File: src/rtl/adc_seq_scheduler_if.sv
// Requester / ADC-reader bundle for adc_seq_scheduler.
// The slave modport is the scheduler side; master is the requester and reader side.
interface adc_seq_scheduler_if #(
    parameter int N_REQ = 4
);
    localparam int IDW = (N_REQ > 1) ? $clog2(N_REQ) : 1;

    logic [N_REQ-1:0]   req;
    logic [3*N_REQ-1:0] req_ch;
    logic [N_REQ-1:0]   grant;
    logic               frame_strobe;
    logic [2:0]         ret_ch;
    logic [15:0]        data0_in;
    logic [15:0]        data1_in;
    logic [2:0]         next_ch;
    logic               rsp_valid;
    logic [IDW-1:0]     rsp_id;
    logic [2:0]         rsp_ch;
    logic [15:0]        rsp_data0;
    logic [15:0]        rsp_data1;
    logic               rsp_err;
    logic [15:0]        err_cnt;

    modport master (
        output req, req_ch, frame_strobe, ret_ch, data0_in, data1_in,
        input  grant, next_ch, rsp_valid, rsp_id, rsp_ch, rsp_data0, rsp_data1,
               rsp_err, err_cnt
    );

    modport slave (
        input  req, req_ch, frame_strobe, ret_ch, data0_in, data1_in,
        output grant, next_ch, rsp_valid, rsp_id, rsp_ch, rsp_data0, rsp_data1,
               rsp_err, err_cnt
    );
endinterface

File: src/rtl/adc_seq_scheduler.sv
// Round-robin channel scheduler for the dual LTC2335-16 stream with a PIPE-deep tag pipeline.
// Define ADC_SCHED_ERRCNT_EN to build the saturating channel-mismatch counter.
module adc_seq_scheduler #(
    parameter int         N_REQ   = 4,
    parameter int         PIPE    = 2,
    parameter logic [2:0] IDLE_CH = 3'd0
) (
    input logic               clk,
    input logic               rst,
    adc_seq_scheduler_if.slave bus
);
    localparam int IDW = (N_REQ > 1) ? $clog2(N_REQ) : 1;

    typedef struct packed {
        logic           vld;
        logic [IDW-1:0] id;
        logic [2:0]     ch;
    } tag_t;

    logic [IDW-1:0]   ptr;
    tag_t             pipe [PIPE];
    tag_t             push, pop;
    logic             found;
    logic [IDW-1:0]   win, cand;
    logic [2:0]       win_ch;
    int               idx;

    logic [N_REQ-1:0] grant_q;
    logic [2:0]       next_ch_q;
    logic             rsp_valid_q;
    logic [IDW-1:0]   rsp_id_q;
    logic [2:0]       rsp_ch_q;
    logic [15:0]      rsp_data0_q, rsp_data1_q;
    logic             rsp_err_q;

    // First pending request at or after ptr, wrapping at N_REQ-1.
    always_comb begin
        found = 1'b0;
        win   = '0;
        cand  = '0;
        idx   = 0;
        for (int k = 0; k < N_REQ; k++) begin
            idx = int'(ptr) + k;
            if (idx >= N_REQ) idx = idx - N_REQ;
            cand = IDW'(idx);
            if (!found && bus.req[cand]) begin
                found = 1'b1;
                win   = cand;
            end
        end
        win_ch   = bus.req_ch[3*int'(win) +: 3];
        push     = '{vld: found, id: win, ch: win_ch};
        pop      = pipe[PIPE-1];
    end

    always_ff @(posedge clk) begin
        if (rst) begin
            ptr         <= '0;
            grant_q     <= '0;
            next_ch_q   <= IDLE_CH;
            rsp_valid_q <= 1'b0;
            rsp_id_q    <= '0;
            rsp_ch_q    <= '0;
            rsp_data0_q <= '0;
            rsp_data1_q <= '0;
            rsp_err_q   <= 1'b0;
            for (int i = 0; i < PIPE; i++) pipe[i] <= '0;
        end else begin
            grant_q     <= '0;
            rsp_valid_q <= 1'b0;
            if (bus.frame_strobe) begin
                if (found) begin
                    grant_q   <= N_REQ'(1) << win;
                    next_ch_q <= win_ch;
                    ptr       <= (win == IDW'(N_REQ-1)) ? '0 : win + 1'b1;
                end else begin
                    next_ch_q <= IDLE_CH;
                end
                pipe[0] <= push;
                for (int i = 1; i < PIPE; i++) pipe[i] <= pipe[i-1];
                // Data fields only move on an owned frame; idle frames are dropped.
                if (pop.vld) begin
                    rsp_valid_q <= 1'b1;
                    rsp_id_q    <= pop.id;
                    rsp_ch_q    <= pop.ch;
                    rsp_data0_q <= bus.data0_in;
                    rsp_data1_q <= bus.data1_in;
                    rsp_err_q   <= (bus.ret_ch != pop.ch);
                end
            end
        end
    end

`ifdef ADC_SCHED_ERRCNT_EN
    logic [15:0] err_cnt_q;

    always_ff @(posedge clk) begin
        if (rst)
            err_cnt_q <= '0;
        else if (bus.frame_strobe && pop.vld && (bus.ret_ch != pop.ch) && (err_cnt_q != 16'hFFFF))
            err_cnt_q <= err_cnt_q + 16'd1;
    end

    assign bus.err_cnt = err_cnt_q;
`else
    assign bus.err_cnt = 16'h0000;
`endif

    assign bus.grant     = grant_q;
    assign bus.next_ch   = next_ch_q;
    assign bus.rsp_valid = rsp_valid_q;
    assign bus.rsp_id    = rsp_id_q;
    assign bus.rsp_ch    = rsp_ch_q;
    assign bus.rsp_data0 = rsp_data0_q;
    assign bus.rsp_data1 = rsp_data1_q;
    assign bus.rsp_err   = rsp_err_q;
endmodule

File: src/flat_wrapper.sv
// flat-port wrapper written by rule: the top's interface ports become plain ports
module adc_seq_scheduler_flat 
#(
    parameter int         N_REQ   = 4,
    parameter int         PIPE    = 2,
    parameter logic [2:0] IDLE_CH = 3'd0
)
  (clk, rst, bus_req, bus_req_ch, bus_frame_strobe, bus_ret_ch, bus_data0_in, bus_data1_in, bus_grant, bus_next_ch, bus_rsp_valid, bus_rsp_id, bus_rsp_ch, bus_rsp_data0, bus_rsp_data1, bus_rsp_err, bus_err_cnt);
  adc_seq_scheduler_if #(.N_REQ(N_REQ)) bus_i ();
  input logic clk;
  input logic rst;
  input wire logic [$bits(bus_i.req)-1:0] bus_req;
  input wire logic [$bits(bus_i.req_ch)-1:0] bus_req_ch;
  input wire logic [$bits(bus_i.frame_strobe)-1:0] bus_frame_strobe;
  input wire logic [$bits(bus_i.ret_ch)-1:0] bus_ret_ch;
  input wire logic [$bits(bus_i.data0_in)-1:0] bus_data0_in;
  input wire logic [$bits(bus_i.data1_in)-1:0] bus_data1_in;
  output wire logic [$bits(bus_i.grant)-1:0] bus_grant;
  output wire logic [$bits(bus_i.next_ch)-1:0] bus_next_ch;
  output wire logic [$bits(bus_i.rsp_valid)-1:0] bus_rsp_valid;
  output wire logic [$bits(bus_i.rsp_id)-1:0] bus_rsp_id;
  output wire logic [$bits(bus_i.rsp_ch)-1:0] bus_rsp_ch;
  output wire logic [$bits(bus_i.rsp_data0)-1:0] bus_rsp_data0;
  output wire logic [$bits(bus_i.rsp_data1)-1:0] bus_rsp_data1;
  output wire logic [$bits(bus_i.rsp_err)-1:0] bus_rsp_err;
  output wire logic [$bits(bus_i.err_cnt)-1:0] bus_err_cnt;
  assign bus_i.req = bus_req;
  assign bus_i.req_ch = bus_req_ch;
  assign bus_i.frame_strobe = bus_frame_strobe;
  assign bus_i.ret_ch = bus_ret_ch;
  assign bus_i.data0_in = bus_data0_in;
  assign bus_i.data1_in = bus_data1_in;
  assign bus_grant = bus_i.grant;
  assign bus_next_ch = bus_i.next_ch;
  assign bus_rsp_valid = bus_i.rsp_valid;
  assign bus_rsp_id = bus_i.rsp_id;
  assign bus_rsp_ch = bus_i.rsp_ch;
  assign bus_rsp_data0 = bus_i.rsp_data0;
  assign bus_rsp_data1 = bus_i.rsp_data1;
  assign bus_rsp_err = bus_i.rsp_err;
  assign bus_err_cnt = bus_i.err_cnt;
  adc_seq_scheduler #(.N_REQ(N_REQ), .PIPE(PIPE), .IDLE_CH(IDLE_CH)) u_core (.clk(clk), .rst(rst), .bus(bus_i));
endmodule
File: config.mk
export PLATFORM = sky130hd
export DESIGN_NAME = adc_seq_scheduler_flat
export DESIGN_NICKNAME = d
export VERILOG_FILES = /design/src/rtl/adc_seq_scheduler_if.sv /design/src/rtl/adc_seq_scheduler.sv /design/src/flat_wrapper.sv
export SDC_FILE = /design/constraint.sdc
export NUM_CORES = 1
export LEC_CHECK = 0
export ABC_AREA = 1
export BUFFER_PORTS_ARGS = -buffer_cell sky130_fd_sc_hd__buf_2
export CAP_MARGIN = 20
export CORE_MARGIN = 5
export CORE_UTILIZATION = 47
export DETAILED_ROUTE_END_ITERATION = 6
export GPL_ROUTABILITY_DRIVEN = 0
export PLACE_DENSITY = 0.79
export SYNTH_ARGS = -nofsm -noshare
export SYNTH_HDL_FRONTEND = slang
export SYNTH_SLANG_ARGS = --single-unit
File: constraint.sdc
create_clock -name clk -period 2.5 [get_ports clk]
set_input_delay 0.125 -clock clk [delete_from_list [all_inputs] [get_ports clk]]
set_output_delay 0.125 -clock clk [all_outputs]
set_load 0.05 [all_outputs]
==> run metrics, run 1 <==
status finished clean; Final Cycle Share 88.0%; TritonCTS Buffers 9; first-pass GRT wire length 9640 µm; Slew Limit Fails 0; synth top area cells dfxtp_1 36%, edfxtp_1 14%, nor2_1 13%; Flop pwr share 35.3%; pwr dens 1030 nW/µm²; kind of critical path flop to flop; DR vias/cell 4.60; I/O Buffers 99; I/O pin total 116; Critical Path AT 2.42 ns; clock sinks 60; Pint 1950 µW; f_max 455 MHz; fraction of layout cells with a size suffix above 1 31.8%; vias in the first global route 2263; row count 27; Starting Density 48.1%; area leader, netlist dfxtp_1; skew final 0.00627 ns; Die Wd 85.1 µm; share of the synthesized area in the top cell type 36.3%; die area 7240 µm²; Antenna diodes 0; Hold Fails Final Rpt 0; Worst-Skew Late Latency 0.33 ns; r2r setup slk 0.30 ns; Worst Setup End Kind flop; post-synthesis cell type count 25; switch share 43.2%; clk slew on worst S/H paths 0.07 ns; EDFF count, synth 12; final non-filler cell total 515; number of H-tree levels 3; Via Count 2367; Clk network pwr share 23.7%; Post-Route WL 5900 µm; Post-DRT Antenna Nets 0; post-CTS setup buffer count 0; Gate power share 41.0%; worst slack, placed 0.322 ns; Final setup viols 0; nets@finish 493; Cell Area, Synth 2650 µm²; grt total ovfl 0; Slowest-stage cell, CP dfxtp_1; Top FF cell, synth dfxtp_1; Seq cells post-synth 60; die height 85.1 µm; routed length per instance 11.5 µm; hold crit path type primary input to flop; Slew HR 64.9%; 1st-iter DRT viols 127; CP cell instances inv_2 > nand2_1 > nand3_2 > nand2_4 > nor2_1 > nor2_1 > nand2_4 > nand2_4 > inv_2 > ha_1 > o21ai_0 > a21oi_1; Top cell by count, worst path nand2_4; Worst Max-Slew Pin Slew 0.525 ns; CP peak stage delay 0.60 ns; RSZ-0062 raised after global routing false; max_cap viols 0; CP required 2.72 ns; cts repair resizes 0; Static Leakage 0.00170 µW; clock buffer depth 2; setup tns final 0 ns; Synth async-reset ratio 0%; cts hold-fix bufs 1; Avg Cell Area, Syn 7.81 µm²; Startpoint Class flop; DR DRC count 0; peak supply drop 742 µV; largest net degree at the start of global routing 41; CTS tree done; delay-heaviest family, CP simple AND/OR/NAND/NOR gates; Post-Synthesis Cells 339; Root Buffer clkbuf_8; placed insts 498; DP HPWL 4390 µm; final worst setup slack 0.300 ns; initial antenna violation count 0; Final min period 2.20 ns; Area Growth Syn to Fin 26.6%; core area 5510 µm²; Psw 1480 µW; TritonRoute pass-1 iters 4; crit path buf inv count 2; crit-path max FO 12; Seq/Total Area, Yosys 49.9%; Synthesis Warnings 0; GRT Total Usage 16.3%
## synth_stat cells, drive strengths merged, types with 3 or more instances
cell / n
a21oi: 3
nor2: 96
nand3: 21
buf: 18
clkbuf: 12
inv: 22
dfxtp: 48
nand2: 59
edfxtp: 12
xnor2: 3
o21ai: 40
## power groups by stage
stage	Sequential, µW	Combinational, µW	Clock, µW
detailed placement	1240	1410	0
finish	1210	1410	815
global route	1230	1570	876
CTS	1220	1410	836
global placement	1230	1370	0
floorplan	1510	882	0
## registers in the layout, summed over array words and instances (netlist names)
signal / flops
u_core.bus.rsp_data0: 16
u_core.bus.rsp_data1: 16
u_core.pipe: 12
u_core.bus.next_ch: 3
u_core.bus.rsp_err: 1
u_core.ptr: 2
u_core.bus.rsp_id: 2
u_core.bus.rsp_ch: 3
u_core.bus.rsp_valid: 1
u_core.bus.grant: 4
## metrics by stage
| stage | hold slack (ns) | power [µW] | utilization, % | cell area (µm²) |
|---|---|---|---|---|
| floorplan | 0.197 | 2390 | - | 2710 |
| global placement | 0.330 | 2600 | 56.8 | 3130 |
| detailed placement | 0.332 | 2640 | 57.3 | 3150 |
| CTS | 0.0208 | 3470 | 60.9 | 3350 |
| global route | 0.0353 | 3680 | 60.9 | 3350 |
| finish | 0.0337 | 3440 | 60.9 | 3350 |
## placed cells by master (no fill, tap or decap), drive strengths merged, types with 2 or more instances in the layout
cell	synthesis	layout
inv	22	26
nor2	96	96
edfxtp	12	12
dfxtp	48	48
o21ai	40	40
buf	18	102
clkbuf	12	10
conb	1	16
a21oi	3	3
clkinvlp	0	2
nand2	59	59
xnor2	3	3
nand3	21	21
## tightest hold or removal path, stage by stage
cell,delay (ns)
buf_2,0.07
o21ai_0,0.07
nor2_1,0.07
## kinds of logic after synthesis
| group | Yosys count | share of synthesized area [%] |
|---|---|---|
| DFF | 60 | 49.9 |
| xor gates and xnor gates | 3 | 0.992 |
| AOI/OAI and AO/OA | 44 | 8.46 |
| adders and majority gates | 1 | 0.472 |
| and+or+nand+nor | 178 | 30.1 |
| other | 1 | 0.142 |
| buffers and inverters | 52 | 9.92 |
## area by class of cell
| cell class | instances | area [µm²] |
|---|---|---|
| multi-input cells | 242 | 1120 |
| well taps | 72 | 90.1 |
| repair buffers | 103 | 548 |
| clock inverters | 6 | 42.5 |
| fillers | 519 | 2150 |
| clock buffers | 10 | 149 |
| inverters | 22 | 82.6 |
| flip-flops and latches | 60 | 1320 |
## routing by layer
metal	routed length [µm]	track usage, %	part of all wire (%)
met3	527	4.17	8.9
met1	2570	19.7	44
met2	2700	27.1	46
met4	103	7.77	1.7
met5	0	0	0
## path summary, 6_finish.rpt
check                   startpoint                 endpoint  cells after the start
max                  u_core.ptr[0]            u_core.ptr[1]                     12
min reg2reg  u_core.bus.next_ch[0]    u_core.bus.next_ch[0]                      2
min                bus_data0_in[1]  u_core.bus.rsp_data0[1]                      3
max reg2reg          u_core.ptr[0]            u_core.ptr[1]                     12
No activity file was read; power rests on OpenSTA's default activity.
==> run 2, diff against run 1 <==
- PLACE_DENSITY: 0.79 -> not set
- PLACE_DENSITY_LB_ADDON: not set -> 0.25
- clock period: 2.5 -> 2.1 ns (I/O delays scaled with it)
==> run 2 against run 1 <==
Effect of this change: die area unchanged; setup slack got worse by 0.14 ns; global-route usage increased by 0.92 points; count of clock-buffer cells in the layout increased by 2; critical path depth increased by 1; routed wire length increased by 2.9%; sequential share of layout area decreased by 0.17 points; design area increased by 0.52%; hold slack got worse by 0.015 ns; sequential power increased by 18%; largest power group unchanged; highest routed layer unchanged.
==> run metrics, run 2 (synthesized netlist as in run 1, its figures left out) <==
RR Endpoint u_core.ptr[1]; grt total ovfl 0 (unchanged); nets@finish 495 (+0.41%); crit path from u_core.ptr[0]; routed length per instance 11.8 µm (+2.5%); crit-path max FO 10 (-2); kind of critical path flop to flop; f_max 516 MHz (+13%); hold crit path type primary input to flop; peak supply drop 849 µV (+15%); Final min period 1.94 ns (-0.260 ns); met2 wire length 2980 µm (+10%); Starting Density 48.1% (unchanged); vias in the first global route 2338 (+3.3%); die area 7240 µm² (unchanged); Antenna diodes 0 (unchanged); Root Buffer clkbuf_8; post-CTS setup buffer count 0 (unchanged); status finished clean; Clk network pwr share 22.9% (-0.8 points); clock buffer depth 2 (unchanged); CP cell instances buf_4 > nand2_1 > nand2_2 > nand2_1 > nand2_1 > nor2_1 > nor2_2 > nand2_4 > nand2_4 > inv_2 > ha_1 > o21ai_1 > a21oi_1; DR vias/cell 4.64 (+0.88%); setup tns final 0 ns (unchanged); Area Growth Syn to Fin 27.3%; Worst Setup End Kind flop; Power, Total 4140 µW (+20%); pwr dens 1230 nW/µm² (+20%); Die Wd 85.1 µm (unchanged); Static Leakage 0.00172 µW (+1.1%); I/O Buffers 99 (unchanged); Post-DP Area 3170 µm² (+0.48%); Via Count 2397 (+1.3%); number of cells on the critical path 13 (+1); metal3 WL 434 µm (-18%); DRT met1 WL 2510 µm (-2.3%); row count 27 (unchanged); number of H-tree levels 3 (unchanged); Final setup viols 0 (unchanged); Slowest-stage cell, CP dfxtp_1; Post-DRT Antenna Nets 0 (unchanged); GRT Total Usage 17.3% (+0.92 points); Worst-Skew Late Latency 0.33 ns (about the same); core area 5510 µm² (unchanged); die height 85.1 µm (unchanged); commonest non-fill, non-tap cells in the layout 99 x buf_2, 94 x nor2_1, 48 x nand2_1; r2r setup slk 0.16 ns (-0.14 ns); Psw 1770 µW (+19%); CTS tree done; CP required 2.31 ns (-0.41 ns); DP HPWL 4520 µm (+2.9%); Final Cycle Share 92.3% (+4.4 points); worst r2r src u_core.ptr[0]; switch share 42.7% (-0.45 points); skew final 0.00499 ns (-0.00128 ns); 1st-iter DRT viols 101 (-20%); Critical Path AT 2.15 ns (-0.27 ns); Gate power share 42.7% (+1.7 points); I/O pin total 116 (unchanged); top sig layer met4; Startpoint Class flop; Post-Route WL 6080 µm (+2.9%); TritonRoute pass-1 iters 4 (unchanged); Final Core Density 61.2% (+0.32 points); TritonCTS Buffers 9 (unchanged); DR DRC count 0 (unchanged); most common cell after layout, fill and taps aside buf_2; first-pass GRT wire length 10100 µm (+4.6%); initial antenna violation count 0 (unchanged); fraction of layout cells with a size suffix above 1 32.8% (+0.98 points); clk slew on worst S/H paths 0.07 ns (about the same); Pint 2370 µW (+21%); Flop pwr share 34.4% (-0.9 points); Hold Fails Final Rpt 0 (unchanged); max_cap viols 0 (unchanged); largest net degree at the start of global routing 41 (unchanged); Final Cell Area 3370 µm² (+0.52%); CP peak stage delay 0.36 ns (-0.24 ns); Top cell by count, worst path nand2_1; Reg2Reg Depth 13 (+1); delay-heaviest family, CP simple AND/OR/NAND/NOR gates; crit path capture u_core.ptr[1]; crit path buf inv count 2 (unchanged); Slew Limit Fails 0 (unchanged); clock sinks 60 (unchanged)
## run 2: layer usage
metal	vias up	global-route usage, %
met1	1058	19.3
met3	12	4.56
met2	88	30.3
met4	0	8.20
met5	-	0
li1	1239	-
## run 2: worst min-delay path: stages
cell and delay [ns]:
buf_2 0.08, o21ai_1 0.05, nor2_1 0.07
## run 2: how the worst min path moves through the flow
stage,startpoint,end,slack [ns],cells past startpoint
2_1_floorplan,rst,u_core.bus.rsp_valid,0.18,1
3_3_place_gp,rst,u_core.bus.rsp_valid,0.30,2
3_5_place_dp,rst,u_core.bus.rsp_valid,0.30,2
4_1_cts,bus_data1_in[12],u_core.bus.rsp_data1[12],0.005,3
5_1_grt,bus_data0_in[1],u_core.bus.rsp_data0[1],0.02,3
6_report,bus_data1_in[3],u_core.bus.rsp_data1[3],0.02,3
## run 2: cell type report
type | count | area (µm²)
Clock buffer | 12 | 165
Fill cell | 520 | 2130
Inverter | 22 | 82.6
Sequential cell | 60 | 1320
Clock inverter | 4 | 21.3
Timing Repair Buffer | 105 | 563
Tap cell | 72 | 90.1
Multi-Input combinational cell | 242 | 1130
## run 2: repair_timing
action,in CTS,in global routing
resized for setup,0,4
endpoints found under the setup margin,0,1
hold buffers,1,0
endpoints found under the hold margin,1,0
## run 2: power groups by stage
stage               Clock [µW]  Sequential [µW]  Combinational (µW)
floorplan                    0             1800                1050
global placement             0             1440                1690
detailed placement           0             1450                1740
CTS                        975             1420                1750
global route              1030             1450                1950
finish                     950             1430                1770
## run 2: through the flow
step / instances / hold WS (ns) / setup WS [ns]
after floorplan: 354 / 0.177 / 0.336
after CTS: 517 / 0.00481 / 0.132
after global routing: 517 / 0.0237 / -0.00167
after global placement: 499 / 0.303 / 0.236
final: 517 / 0.0185 / 0.161
after detailed placement: 500 / 0.303 / 0.163
